===== src/rtl/idecode.sv =====
// idecode: RV32I decode stage.
// Decodes InstrD from the IF/ID register, reads the 32x32 register file
// (written back from WB with write-through), builds the sign-extended
// immediate and registers everything into the ID/EX pipeline register.
// There is no handshake: the ID/EX register loads every cycle, and
// FlushE/reset replace the next E-stage contents with an all-zero bubble.
module idecode #(
  parameter int XLEN  = 32,
  parameter int NREGS = 32
) (
  input  logic            clk,
  input  logic            reset,
  input  logic            FlushE,
  input  logic [31:0]     InstrD,
  input  logic [XLEN-1:0] PCD,
  input  logic [XLEN-1:0] PCPlus4D,
  input  logic            RegWriteW,
  input  logic [4:0]      RdW,
  input  logic [XLEN-1:0] ResultW,
  output logic [4:0]      Rs1D,
  output logic [4:0]      Rs2D,
  output logic            RegWriteE,
  output logic [1:0]      ResultSrcE,
  output logic            MemWriteE,
  output logic            JumpE,
  output logic            BranchE,
  output logic [2:0]      ALUControlE,
  output logic            ALUSrcE,
  output logic            IllegalE,
  output logic [XLEN-1:0] RD1E,
  output logic [XLEN-1:0] RD2E,
  output logic [XLEN-1:0] ImmExtE,
  output logic [4:0]      Rs1E,
  output logic [4:0]      Rs2E,
  output logic [4:0]      RdE,
  output logic [XLEN-1:0] PCE,
  output logic [XLEN-1:0] PCPlus4E
);

  // Major opcodes understood by this decoder.
  localparam logic [6:0] OP_LOAD   = 7'b0000011;
  localparam logic [6:0] OP_STORE  = 7'b0100011;
  localparam logic [6:0] OP_RTYPE  = 7'b0110011;
  localparam logic [6:0] OP_IALU   = 7'b0010011;
  localparam logic [6:0] OP_BRANCH = 7'b1100011;
  localparam logic [6:0] OP_JAL    = 7'b1101111;

  // ALU operation encodings seen by the execute stage.
  localparam logic [2:0] ALU_ADD = 3'b000;
  localparam logic [2:0] ALU_SUB = 3'b001;
  localparam logic [2:0] ALU_AND = 3'b010;
  localparam logic [2:0] ALU_OR  = 3'b011;
  localparam logic [2:0] ALU_SLT = 3'b101;

  // ResultSrc encodings.
  localparam logic [1:0] RES_ALU = 2'b00;
  localparam logic [1:0] RES_MEM = 2'b01;
  localparam logic [1:0] RES_PC4 = 2'b10;

  // Immediate format selector; IMM_NONE yields a zero immediate.
  typedef enum logic [2:0] {
    IMM_NONE = 3'd0,
    IMM_I    = 3'd1,
    IMM_S    = 3'd2,
    IMM_B    = 3'd3,
    IMM_J    = 3'd4
  } imm_src_t;

  // Instruction fields.
  logic [6:0] opcode;
  logic [2:0] funct3;
  logic       funct7_5;

  assign opcode   = InstrD[6:0];
  assign funct3   = InstrD[14:12];
  assign funct7_5 = InstrD[30];

  // Register indices go to the hazard unit without a register stage.
  assign Rs1D = InstrD[19:15];
  assign Rs2D = InstrD[24:20];

  // Decoded controls for the instruction currently in ID.
  logic       reg_write_d;
  logic [1:0] result_src_d;
  logic       mem_write_d;
  logic       jump_d;
  logic       branch_d;
  logic [2:0] alu_control_d;
  logic       alu_src_d;
  logic       illegal_d;
  imm_src_t   imm_src_d;

  // ALU-op decode shared by R-type and I-ALU; funct7[5] only matters for
  // R-type add/sub, so the I-ALU path passes sub_sel=0 (addi never subtracts).
  logic       alu_legal;
  logic [2:0] alu_op;
  logic       sub_sel;

  assign sub_sel = (opcode == OP_RTYPE) && funct7_5;

  // Map funct3 (and funct7[5] for R-type) onto the ALU operation.
  always_comb begin
    alu_legal = 1'b1;
    alu_op    = ALU_ADD;
    case (funct3)
      3'b000:  alu_op = sub_sel ? ALU_SUB : ALU_ADD;
      3'b010:  alu_op = ALU_SLT;
      3'b110:  alu_op = ALU_OR;
      3'b111:  alu_op = ALU_AND;
      default: alu_legal = 1'b0;
    endcase
  end

  // Main decoder: anything unrecognised leaves all controls low and flags illegal.
  always_comb begin
    reg_write_d   = 1'b0;
    result_src_d  = RES_ALU;
    mem_write_d   = 1'b0;
    jump_d        = 1'b0;
    branch_d      = 1'b0;
    alu_control_d = ALU_ADD;
    alu_src_d     = 1'b0;
    illegal_d     = 1'b0;
    imm_src_d     = IMM_NONE;
    case (opcode)
      OP_LOAD: begin
        reg_write_d  = 1'b1;
        result_src_d = RES_MEM;
        alu_src_d    = 1'b1;
        imm_src_d    = IMM_I;
      end
      OP_STORE: begin
        mem_write_d = 1'b1;
        alu_src_d   = 1'b1;
        imm_src_d   = IMM_S;
      end
      OP_RTYPE: begin
        if (alu_legal) begin
          reg_write_d   = 1'b1;
          alu_control_d = alu_op;
        end else begin
          illegal_d = 1'b1;
        end
      end
      OP_IALU: begin
        if (alu_legal) begin
          reg_write_d   = 1'b1;
          alu_control_d = alu_op;
          alu_src_d     = 1'b1;
          imm_src_d     = IMM_I;
        end else begin
          illegal_d = 1'b1;
        end
      end
      OP_BRANCH: begin
        if (funct3 == 3'b000) begin
          branch_d      = 1'b1;
          alu_control_d = ALU_SUB;
          imm_src_d     = IMM_B;
        end else begin
          illegal_d = 1'b1;
        end
      end
      OP_JAL: begin
        jump_d       = 1'b1;
        reg_write_d  = 1'b1;
        result_src_d = RES_PC4;
        imm_src_d    = IMM_J;
      end
      default: illegal_d = 1'b1;
    endcase
  end

  // Immediate extender; every format sign-extends from InstrD[31].
  logic [XLEN-1:0] imm_ext_d;

  // Assemble the immediate for the selected format.
  always_comb begin
    imm_ext_d = '0;
    case (imm_src_d)
      IMM_I: imm_ext_d = {{(XLEN-12){InstrD[31]}}, InstrD[31:20]};
      IMM_S: imm_ext_d = {{(XLEN-12){InstrD[31]}}, InstrD[31:25], InstrD[11:7]};
      IMM_B: imm_ext_d = {{(XLEN-13){InstrD[31]}}, InstrD[31], InstrD[7],
                          InstrD[30:25], InstrD[11:8], 1'b0};
      IMM_J: imm_ext_d = {{(XLEN-21){InstrD[31]}}, InstrD[31], InstrD[19:12],
                          InstrD[20], InstrD[30:21], 1'b0};
      default: imm_ext_d = '0;
    endcase
  end

  // Register file storage. Entry 0 is never written and is masked on read.
  logic [XLEN-1:0] regs [NREGS];
  logic            wb_en;

  assign wb_en = RegWriteW && (RdW != 5'd0);

  // Write port: reset clears every entry, otherwise WB writes on the edge.
  always_ff @(posedge clk) begin
    if (reset) begin
      for (int i = 0; i < NREGS; i++) begin
        regs[i] <= '0;
      end
    end else if (wb_en) begin
      regs[RdW] <= ResultW;
    end
  end

  logic [XLEN-1:0] rd1_d;
  logic [XLEN-1:0] rd2_d;

  // Read port 1: x0 reads zero, a same-cycle WB write to the index bypasses.
  always_comb begin
    rd1_d = '0;
    if (Rs1D == 5'd0)                  rd1_d = '0;
    else if (wb_en && (RdW == Rs1D))   rd1_d = ResultW;
    else                               rd1_d = regs[Rs1D];
  end

  // Read port 2: same rules as port 1.
  always_comb begin
    rd2_d = '0;
    if (Rs2D == 5'd0)                  rd2_d = '0;
    else if (wb_en && (RdW == Rs2D))   rd2_d = ResultW;
    else                               rd2_d = regs[Rs2D];
  end

  // ID/EX register: reset and flush both load an all-zero bubble.
  always_ff @(posedge clk) begin
    if (reset || FlushE) begin
      RegWriteE   <= 1'b0;
      ResultSrcE  <= 2'b00;
      MemWriteE   <= 1'b0;
      JumpE       <= 1'b0;
      BranchE     <= 1'b0;
      ALUControlE <= 3'b000;
      ALUSrcE     <= 1'b0;
      IllegalE    <= 1'b0;
      RD1E        <= '0;
      RD2E        <= '0;
      ImmExtE     <= '0;
      Rs1E        <= 5'd0;
      Rs2E        <= 5'd0;
      RdE         <= 5'd0;
      PCE         <= '0;
      PCPlus4E    <= '0;
    end else begin
      RegWriteE   <= reg_write_d;
      ResultSrcE  <= result_src_d;
      MemWriteE   <= mem_write_d;
      JumpE       <= jump_d;
      BranchE     <= branch_d;
      ALUControlE <= alu_control_d;
      ALUSrcE     <= alu_src_d;
      IllegalE    <= illegal_d;
      RD1E        <= rd1_d;
      RD2E        <= rd2_d;
      ImmExtE     <= imm_ext_d;
      Rs1E        <= Rs1D;
      Rs2E        <= Rs2D;
      RdE         <= InstrD[11:7];
      PCE         <= PCD;
      PCPlus4E    <= PCPlus4D;
    end
  end

endmodule


===== config.mk =====
export PLATFORM = sky130hd
export DESIGN_NAME = idecode
export DESIGN_NICKNAME = d
export VERILOG_FILES = /design/src/rtl/idecode.sv
export SDC_FILE = /design/constraint.sdc
export NUM_CORES = 2
export LEC_CHECK = 0
export CELL_PAD_IN_SITES_DETAIL_PLACEMENT = 1
export CELL_PAD_IN_SITES_GLOBAL_PLACEMENT = 1
export CORE_AREA = 4 4 451 453
export CTS_CLUSTER_DIAMETER = 30
export DETAILED_ROUTE_END_ITERATION = 10
export DIE_AREA = 0 0 455 457
export PLACE_DENSITY_LB_ADDON = 0.2
export SETUP_SLACK_MARGIN = 0.4
export SYNTH_ARGS = -nofsm -noshare
export SYNTH_HDL_FRONTEND = slang
export SYNTH_SLANG_ARGS = --single-unit

===== constraint.sdc =====
create_clock -name clk -period 3.4 [get_ports clk]
set_clock_uncertainty 0.2 [all_clocks]
set_input_delay 0.68 -clock clk [delete_from_list [all_inputs] [get_ports clk]]
set_output_delay 0.68 -clock clk [all_outputs]
set_load 0.005 [all_outputs]

==> results.ini <==
[status]
status = completed

[placed_design]
dp_hpwl_mm = 154.5
io_buffers = 332
placed_area_mm2 = 0.06884
gp_congestion = 0.8383

[clock_network]
clk_latency_ns = 0.92
clk_path_buf_depth = 4
cts_root_buf = clkbuf_16
h-tree-depth = 5
cts_tree = built
cts_inserted_buffers = 322
clock-sinks = 1199
path_clk_slew_ns = 0.05

[worst_setup_path]
slowest_delay_ns = 0.60
arrival_ns = 2.05
cp_cell_sequence = dlygate4sd3_1 > buf_12 > clkdlybuf4s50_1
crit_fanout = 13
critPathTopFamily = buffers and inverters
critPathSlowestCell = dlygate4sd3_1
end_kind = output pin
crit_type = input port to output pin
worst_ep_required_time_ns = 2.52
crit_buf_inv = 3
crit_path_start_kind = input port

[floorplanning]
die_h_um = 457
core_mm2 = 0.1992
start_util = 0.2989
die_x_um = 455
io_pins = 333
rows = 164
dieArea_mm2 = 0.2079

[sta]
fmax_ghz = 0.3418
slew_violations = 0
hold_viol_final = 0
slew_headroom = 0.1472
timing.final.crit_share = 0.8604
rsz0062_at_grt = no
whs_ns = 0.1448
finalCriticalPeriod_ns = 2.926
tightest_slew_ns = 1.276
setup_viol = 0

[yosys]
synth-xor-area-share = 0.001470
synth_area_leaders = edfxtp_1 (52%), mux4_2 (19%), and2_1 (11%)
synth_top_family_by_area = multiplexers
ys_seq_area_frac = 0.5751
synth_area_per_cell_um2 = 14.75
synth_edf_count = 1024
synthAdderAreaFrac = 0
ys_types = 56
synth_area_leader_cell = edfxtp_1
ys_warn_count = 0
async_flop_share = 0
syn_inst = 4037
yosysMostFrequentCell = and2_1
synth_flop_cell = edfxtp_1
synth_top_area_frac = 0.5162
synth_common_cells = and2_1 (1,077), edfxtp_1 (1,024), mux4_2 (501)
muxShareOfSynthArea = 0.2080
syn_area_mm2 = 0.05956
synth_compound_area_frac = 0.03586
ys_ff_latch = 1199
synthSimpleGateAreaFrac = 0.1456

[power_and_ir_drop]
p_per_area_mw_per_mm2 = 659.2
power_mw = 52.66
p_leak_nw = 28.45
max-vdd-ir-drop_mv = 0.5925

[drt]
num_vias = 39670
wl_mm = 229.2
wire_per_inst_um = 30.23
drt-initial-drc-count = 3257
drc_errors = 0
ant_nets = 0
drt-pass1-iter-count = 7
avgViaCountPerCell = 5.232

[finish]
final_nets = 4811
area_growth_pct = 34.12
fin_area_mm2 = 0.07989
final_core_util = 0.4010
drive_above_1_share = 0.3017

[global_routing]
grt_max_degree = 82
grt_pass1_wl_mm = 323.0
grt_pass1_vias = 41700
grt_overflow_total = 0
antenna_found_initial = 5
grt_usage = 0.2171

[worst_hold_path]
hold_class = input port to flip-flop

[flow_run]
maxCapViolations = 0

==> kinds of logic (layout without fill, tap and decap cells) <==
family | after synthesis | after routing
simple gates | 1479 | 1479
xor+xnor | 10 | 10
buf+inv | 435 | 1285
mux | 608 | 608
other cells | 1 | 40
flops | 1199 | 1199
compound gates | 305 | 305
==> where the power goes <==
group / internal [mW] / total (mW) / switching, mW
sequential: 16.8 / 17.2 / 0.435
clock: 22.0 / 30.9 / 8.99
combinational: 2.07 / 4.50 / 2.43
total: 40.8 / 52.7 / 11.8
==> layout make-up <==
cell class,instances,area (um^2)
antenna,8,20.02
clock buffer,398,8768
clock inverter,170,2228
fill,19880,119400
inverter,4,15.01
multi-input combinational,2434,23670
sequential,1199,34260
tap,2656,3323
timing repair buffer,713,7609
==> sequential cells by signal, indices dropped and copies added, names as in the netlist, 2 cells and up <==
name / count
regs: 1024
Rs1E: 5
ALUControlE: 3
RD1E: 32
ImmExtE: 21
ResultSrcE: 2
PCE: 32
RdE: 5
PCPlus4E: 32
RD2E: 32
Rs2E: 5
==> placed cells by master, fill, tap and decap left out, types with 36 or more instances in the layout <==
cell	Yosys	layout
and2_1	1077	1077
buf_12	0	113
buf_4	57	268
bufinv_16	0	52
clkbuf_1	278	47
clkbuf_16	0	334
clkdlybuf4s50_1	0	323
clkinv_1	1	42
clkinv_2	0	39
dfxtp_1	175	172
edfxtp_1	1024	1024
mux2i_1	80	80
mux4_2	501	501
nand2_1	154	154
nand3_1	51	50
nor2b_1	38	38
nor3_1	38	38
o22ai_1	102	102
or2_2	36	36
==> through the flow <==
step	worst slack, ns	cells	setup TNS (ns)
final	0.4745	7582	0
after global routing	0.4318	7575	0
after CTS	0.4241	7574	0
after global placement	-0.1427	7004	-3.771
after floorplan	0.7587	4068	0
after detailed placement	-0.1673	7004	-4.819
==> path summary, 6_finish.rpt <==
check	end	slack (ns)	cells past startpoint	start
min reg2reg	RD2E[12]$_SDFF_PP0_	0.66	4	regs[3][12]$_SDFFCE_PN0P_
max	Rs1D[1]	0.47	3	InstrD[16]
min	PCE[13]$_SDFF_PP0_	0.14	2	PCD[13]
max reg2reg	RD2E[29]$_SDFF_PP0_	0.95	5	regs[19][29]$_SDFFCE_PN0P_
==> per-layer routing <==
metal,track usage,part of all wire,vias to the layer above
li1,-,-,16660
met1,0.2885,0.42,21110
met2,0.3615,0.49,1551
met3,0.04180,0.068,357
met4,0.06012,0.024,0
met5,0,0,-
==> repair_timing <==
item                                   CTS  global route
endpoints found under the hold margin    2             0
setup buffers                            0             0
resized for setup                        3             1
hold buffers                             2             0
setup endpoints to repair               14             1
No activity file was read; power rests on OpenSTA's default activity.
